<file path="src/rtl/gpr_pkg.sv">
// Shared widths, writeback payload and grant encoding for the GPR writeback path.
package gpr_pkg;

  localparam int unsigned DATA_W = 16;
  localparam int unsigned ADDR_W = 3;
  localparam int unsigned NREG   = 32'(1) << ADDR_W;

  typedef struct packed {
    logic [ADDR_W-1:0] dest;
    logic [DATA_W-1:0] data;
  } wb_req_t;

  typedef enum logic {
    GNT_ALU = 1'b0,
    GNT_MEM = 1'b1
  } grant_t;

endpackage

</file>
<file path="src/rtl/gpr_scoreboard.sv">
// Per-register pending bits: set on issue, cleared on register-file commit.
module gpr_scoreboard #(
  parameter int unsigned ADDR_W = gpr_pkg::ADDR_W,
  parameter int unsigned NREG   = gpr_pkg::NREG
) (
  input  logic              clk,
  input  logic              rst,
  input  logic              set_en,
  input  logic [ADDR_W-1:0] set_addr,
  input  logic              clr_en,
  input  logic [ADDR_W-1:0] clr_addr,
  input  logic [ADDR_W-1:0] chk_addr_1,
  input  logic [ADDR_W-1:0] chk_addr_2,
  output logic              chk_hit_1_c,
  output logic              chk_hit_2_c,
  output logic [NREG-1:0]   pending
);

  logic [NREG-1:0] pending_nxt;

  // Next pending vector: clear first so a same-cycle set on the same bit wins
  always_comb begin
    pending_nxt = pending;
    if (clr_en) pending_nxt[clr_addr] = 1'b0;
    if (set_en) pending_nxt[set_addr] = 1'b1;
  end

  // Pending register
  always_ff @(posedge clk) begin
    if (rst) pending <= '0;
    else     pending <= pending_nxt;
  end

  // Source-operand hazard lookups
  always_comb begin
    chk_hit_1_c = pending[chk_addr_1];
    chk_hit_2_c = pending[chk_addr_2];
  end

endmodule

</file>
<file path="src/rtl/gpr_wb_arbiter.sv">
// Round-robin writeback arbiter for the GPR write port plus hazard scoreboard.
module gpr_wb_arbiter #(
  parameter int unsigned DATA_W = gpr_pkg::DATA_W,
  parameter int unsigned ADDR_W = gpr_pkg::ADDR_W,
  parameter int unsigned NREG   = gpr_pkg::NREG
) (
  input  logic              clk,
  input  logic              rst,
  input  logic              alu_valid,
  input  logic [ADDR_W-1:0] alu_dest,
  input  logic [DATA_W-1:0] alu_data,
  output logic              alu_ready,
  input  logic              mem_valid,
  input  logic [ADDR_W-1:0] mem_dest,
  input  logic [DATA_W-1:0] mem_data,
  output logic              mem_ready,
  input  logic              issue_valid,
  input  logic [ADDR_W-1:0] issue_dest,
  output logic              issue_conflict,
  input  logic [ADDR_W-1:0] chk_addr_1,
  input  logic [ADDR_W-1:0] chk_addr_2,
  output logic              stall,
  output logic              write_en,
  output logic [ADDR_W-1:0] write_dest,
  output logic [DATA_W-1:0] write_data,
  output logic [NREG-1:0]   pending
);

  import gpr_pkg::grant_t;
  import gpr_pkg::GNT_ALU;
  import gpr_pkg::GNT_MEM;

  grant_t            last_grant;
  logic              xfer_c;
  logic [ADDR_W-1:0] win_dest_c;
  logic [DATA_W-1:0] win_data_c;
  logic              hit_1_c;
  logic              hit_2_c;

  // Grant: a lone requester wins; on a tie the producer not granted last wins
  always_comb begin
    alu_ready = 1'b0;
    mem_ready = 1'b0;
    if (alu_valid && (!mem_valid || (last_grant == GNT_MEM))) alu_ready = 1'b1;
    else if (mem_valid)                                         mem_ready = 1'b1;
  end

  // Winning payload mux
  always_comb begin
    xfer_c     = alu_ready | mem_ready;
    win_dest_c = alu_ready ? alu_dest : mem_dest;
    win_data_c = alu_ready ? alu_data : mem_data;
  end

  // Registered write port and round-robin history; dest/data hold when idle
  always_ff @(posedge clk) begin
    if (rst) begin
      write_en   <= 1'b0;
      write_dest <= '0;
      write_data <= '0;
      last_grant <= GNT_MEM;
    end else begin
      write_en <= xfer_c;
      if (xfer_c) begin
        write_dest <= win_dest_c;
        write_data <= win_data_c;
        last_grant <= alu_ready ? GNT_ALU : GNT_MEM;
      end
    end
  end

  gpr_scoreboard #(
    .ADDR_W (ADDR_W),
    .NREG   (NREG)
  ) u_scoreboard (
    .clk         (clk),
    .rst         (rst),
    .set_en      (issue_valid),
    .set_addr    (issue_dest),
    .clr_en      (write_en),
    .clr_addr    (write_dest),
    .chk_addr_1  (chk_addr_1),
    .chk_addr_2  (chk_addr_2),
    .chk_hit_1_c (hit_1_c),
    .chk_hit_2_c (hit_2_c),
    .pending     (pending)
  );

  // Decode-side hazard flags
  always_comb begin
    issue_conflict = pending[issue_dest];
    stall          = hit_1_c | hit_2_c | issue_conflict;
  end

endmodule

</file>
<file path="config.mk">
export PLATFORM = sky130hd
export DESIGN_NAME = gpr_wb_arbiter
export DESIGN_NICKNAME = d
export VERILOG_FILES = /design/src/rtl/gpr_pkg.sv /design/src/rtl/gpr_scoreboard.sv /design/src/rtl/gpr_wb_arbiter.sv
export SDC_FILE = /design/constraint.sdc
export NUM_CORES = 1
export LEC_CHECK = 0
export CAP_MARGIN = 20
export CORE_ASPECT_RATIO = 0.9
export CORE_UTILIZATION = 37
export DETAILED_ROUTE_END_ITERATION = 16
export PLACE_DENSITY = 0.81
export SYNTH_ARGS = -nofsm -noshare
export SYNTH_HDL_FRONTEND = slang
export SYNTH_SLANG_ARGS = --single-unit
export TNS_END_PERCENT = 100
</file>
<file path="constraint.sdc">
create_clock -name clk -period 2 [get_ports clk]
set_input_delay 0.4 -clock clk [delete_from_list [all_inputs] [get_ports clk]]
set_output_delay 0.4 -clock clk [all_outputs]
set_load 0.05 [all_outputs]
</file>
# Yosys cells after proc, flatten, opt, wreduce, memory -nomap -nowiden
# Cells that the tools add are included.
[totals]
output_inout_bits = 32
input_bits = 52
regBits = 29
[op_classes]
reduce_logical = 5
muxes = 18
magnitude_cmp = 6
n_bitwise = 6
[ops]
columns = ["operator", "n"]
rows = [
  ["< comparator 3 x 4 -> 1 bit, second input constant", 4],
  ["2-to-1 mux 16 bit", 1],
  ["2-to-1 mux 8 bit", 2],
  ["binary-select mux 1 bit (select 3 bit)", 3],
  ["2-to-1 mux 1 bit", 9],
  ["AND 8 bit", 1],
  ["inverter 8 bit", 1],
  ["OR 8 bit", 1],
  ["demux 1 bit (select 3 bit)", 2],
  [">= comparator 3 x 1 -> 1 bit, second input constant", 2],
  ["logical AND 1 bit", 3],
  ["2-to-1 mux 3 bit", 1],
  ["OR 1 bit", 3],
  ["zero test 1 bit", 1],
  ["logical OR 1 bit", 1],
]

# Longest topological paths before layout
[logic_depth]
depth_word = 9
ltp_mapped = 5
depth_no_buf = 4

# By module
# A second synthesis with hierarchy kept.
[hier_totals]
hier_cells = 177
hier_area_um2 = 1549.0
[modules_own_cells]
columns = ["module", "n_inst", "seq_area_each_um2", "area_per_inst_um2", "cells_per_inst"]
rows = [
  ["gpr_wb_arbiter", 1, 420.4, 1086.0, 129],
  ["gpr_scoreboard", 1, 160.2, 462.9, 48],
]

# Least setup slack after synthesis
# OpenSTA, ideal clock, no wires.
[synth_path]
path_kind = "flip-flop to output port"
start = "register u_scoreboard.pending[6]"
end = "output stall"
setup_slack_ns = -0.036
path_stages_with_launch = 4
arrival_ns = 1.636
n_path_buf = 0
required_ns = 1.600
path_cell_list = "dfxtp_1 > mux4_2 > mux2_4 > nand3b_4"
[synth_via]
word_cells_on_any_way = 8
[synth_lines]
columns = ["item", "line_no", "rtl"]
rows = [
  ["from (decl)", "gpr_scoreboard.sv:16", "output logic [NREG-1:0] pending"],
  ["from (signal assigned)", "gpr_scoreboard.sv:31", "else pending <= pending_nxt;"],
  ["binary-select mux 1 bit (select 3 bit)", "gpr_wb_arbiter.sv:91", "issue_conflict = pending[issue_dest];"],
  ["2-to-1 mux 1 bit (not written as such)", "gpr_wb_arbiter.sv:91", ""],
  ["via issue_conflict", "gpr_wb_arbiter.sv:19", "output logic issue_conflict,"],
  ["OR 1 bit", "gpr_wb_arbiter.sv:92", "stall = hit_1_c | hit_2_c | issue_conflict;"],
  ["to (decl)", "gpr_wb_arbiter.sv:22", "output logic stall,"],
]
# The timed path passes the listed nets, and every way through them passes these cells. The select of a mux whose other input is x is not followed.

# Worst setup path after layout
[layout_path]
start = "register u_scoreboard.pending[6]"
end = "output stall"
[layout_via]
elab_chain_len = 4
word_cells_on_any_way = 8
[layout_rtl]
columns = ["item", "line_no"]
rows = [
  ["binary-select mux 1 bit (select 3 bit) (on tied branches)", "gpr_scoreboard.sv:36, gpr_scoreboard.sv:37"],
  ["2-to-1 mux 1 bit (on tied branches)", "gpr_scoreboard.sv:36, gpr_scoreboard.sv:37"],
  ["OR 1 bit", "gpr_wb_arbiter.sv:92"],
  ["OR 1 bit (*)", "gpr_wb_arbiter.sv:92"],
]
# Mark *: on every way between the ends. The rest lies on a longest branch, timed or not. The select of a mux whose other input is x is not followed.

==> out/metrics.cfg <==
[run_status]
outcome = complete, but fails checks
failed_checks = negative setup slack

[critical_path]
required_ps = 1600
criticalPathCategory = flip-flop to output port
r2r-start = last_grant
critPathArrivalTime_ps = 1690
reg2reg_depth = 5
cp-start-kind = flip-flop
cp-end-kind = output port
r2r_slack_ps = 720
r2r_end = write_dest[1]
critPathMaxFanout = 5

[placed_design]
gp_congestion = 0.841
post-dp-hpwl_mm = 3.13
dpl_worst_slack_ps = -507
portBuffers = 83
place_area_sq_um = 2340

[global_route]
grt-ovfl-total = 0
antenna_found_initial = 0
grt.total_usage = 0.215
grt_max_degree = 14
grt_pass1_wl_mm = 6.29
first_global_vias = 1456

[drt]
first_pass_iters = 4
via_per_inst = 5.04
vias = 1442
routed_wl_mm = 3.81
wl_per_cell_um = 13.3
ant_nets = 0
drt_iter0_drc = 36
remaining_drc_errors = 0

[timing]
fin_hold_ws_ps = 448
relSlewSlack = 0.641
rsz0062_at_grt = true
slew_violations = 0
hold_violations = 0
max_freq_ghz = 0.479
fin_crit_sh = 1.04
finClkSkew_ps = 6.65
tightest_slew_ps = 536
fin_ws_ps = -86.1
setup_violations = 1
min_period_ps = 2090

[cts]
h-tree-depth = 2
cts_buffers = 5
postCtsHoldBufs = 0
cts_tree = done
clkLatencyLatePin_ps = 280
clkTransAtPathRegs_ps = 60
clk_path_buf_depth = 2
cts.sinks = 29
clockRootBuffer = clkbuf_8

[final_layout]
diodes = 0
nets = 293
fin_area_sq_um = 2470
fill_cells = 273
syn_to_final_growth_pct = 77.7
drive_gt1_frac = 0.186

[logic_synthesis]
synth_cell_type_count = 24
syn-num-nets = 197
ys_seq_area_frac = 0.417
syn_avg_cell_area_sq_um = 9.60
synthesis.area_sq_um = 1390
synth_warnings = 0
synthCells = 145
ys_ff_latch = 29

[pwr]
powerDensity_nw_per_um2 = 712
irDropWorstVdd_mv = 0.496
p_leak_nw = 0.999

[floorplan]
core_sq_um = 3480
initial_core_util = 0.400
ios = 84
die_h_um = 60.2
die-area_sq_um = 4010
die_width_um = 66.7
rows = 20

[hold_path]
whs_endpoint = write_data[3]
worstHoldStart = write_data[3]
min_path_cells = 2
min_path_type = flip-flop to flip-flop

[run]
maxCapViolCount = 0

layer usage:
| metal | GRT usage | share of wire |
|---|---|---|
| met3 | 0.0973 | 0.11 |
| met1 | 0.227 | 0.39 |
| met5 | 0 | 0 |
| met4 | 0.0638 | 0.012 |
| met2 | 0.382 | 0.49 |
logic make-up after synthesis:
family / count (synthesis) / synth area share
muxes: 28 / 0.259
AOI/OAI and AO/OA: 36 / 0.135
buffers and inverters: 9 / 0.0323
DFF: 29 / 0.417
and+or+nand+nor: 43 / 0.157
layout make-up:
cell class | instances | area (sq um) | area share
inverter | 2 | 7.51 | 0.00303
tap | 44 | 55.1 | 0.0222
sequential | 29 | 589 | 0.238
clock inverter | 1 | 30.0 | 0.0121
clock buffer | 7 | 86.3 | 0.0349
multi-input combinational | 107 | 783 | 0.316
timing repair buffer | 96 | 923 | 0.373
worst max-delay path by stage:
stage | startpoint | end | slack (ps)
after floorplan | issue_dest[1] | stall | -10
after global placement | issue_dest[1] | stall | -470
after detailed placement | issue_dest[1] | stall | -510
after CTS | u_scoreboard.pending[6] | stall | -100
after global routing | u_scoreboard.pending[2] | stall | -130
final | u_scoreboard.pending[6] | stall | -90
cell usage after synthesis:
master     n  area share
a21oi_1    8       0.029
and2_1     1      0.0045
and2b_1    1      0.0054
buf_2      3       0.011
buf_6      1      0.0081
clkbuf_1   3      0.0081
dfxtp_1   29        0.42
inv_1      2      0.0054
mux2_4     1       0.011
mux2i_1   21        0.15
mux4_2     6       0.097
nand2_1   25       0.067
nand2b_1   5       0.022
nand3_1    4       0.014
nand3b_1   1      0.0054
nand3b_4   1       0.014
nand4_1    1      0.0045
nor2_1     1      0.0027
nor2b_1    2      0.0090
nor3_2     1      0.0072
o21ai_0   21       0.075
o21ai_1    4       0.014
o21bai_1   1      0.0054
o31ai_1    2       0.011
layout by cell type, fill, tap and decap left out, types with 6 or more instances in the layout:
cell / count
clkdlybuf4s50_1: 72
nand2_1: 25
dfxtp_1: 22
o21ai_0: 21
mux2i_1: 19
buf_4: 17
a21oi_1: 8
dfxtp_2: 7
mux4_2: 6
clkbuf_8: 6
registers in the layout, summed over array words and instances, names as in the netlist:
register and flops:
write_dest 3, write_en 1, last_grant 1, write_data 16
u_scoreboard.pending 8
stage by stage:
| stage | TNS, ps | util | power (mW) | cells |
|---|---|---|---|---|
| 5_1_grt | -137 | 0.712 | 1.84 | 286 |
| 6_report | -86.1 | 0.712 | 1.76 | 286 |
| 2_1_floorplan | -11.0 | - | 0.923 | 145 |
| 4_1_cts | -102 | 0.709 | 1.78 | 286 |
| 3_5_place_dp | -868 | 0.674 | 1.16 | 278 |
| 3_3_place_gp | -786 | 0.674 | 1.15 | 278 |
where the power goes:
group | total (mW) | leakage [nW] | internal, mW | switching [mW]
combinational | 0.499 | 0.698 | 0.236 | 0.263
clock | 0.616 | 0.0585 | 0.405 | 0.211
sequential | 0.648 | 0.243 | 0.619 | 0.0287
worst max-delay path, cell delays in order (launching register included):
cell and delay, ps:
dfxtp_2 340, mux4_2 470, mux2_4 290, nand3b_4 160, buf_8 150
what timing repair did:
item / CTS / global route
gates resized for setup: 12 / 1
hold endpoints to repair: 0 / 0
endpoints found under the setup margin: 2 / 2
buffers inserted: 0 / 0
(Power assumes the default switching activity.)
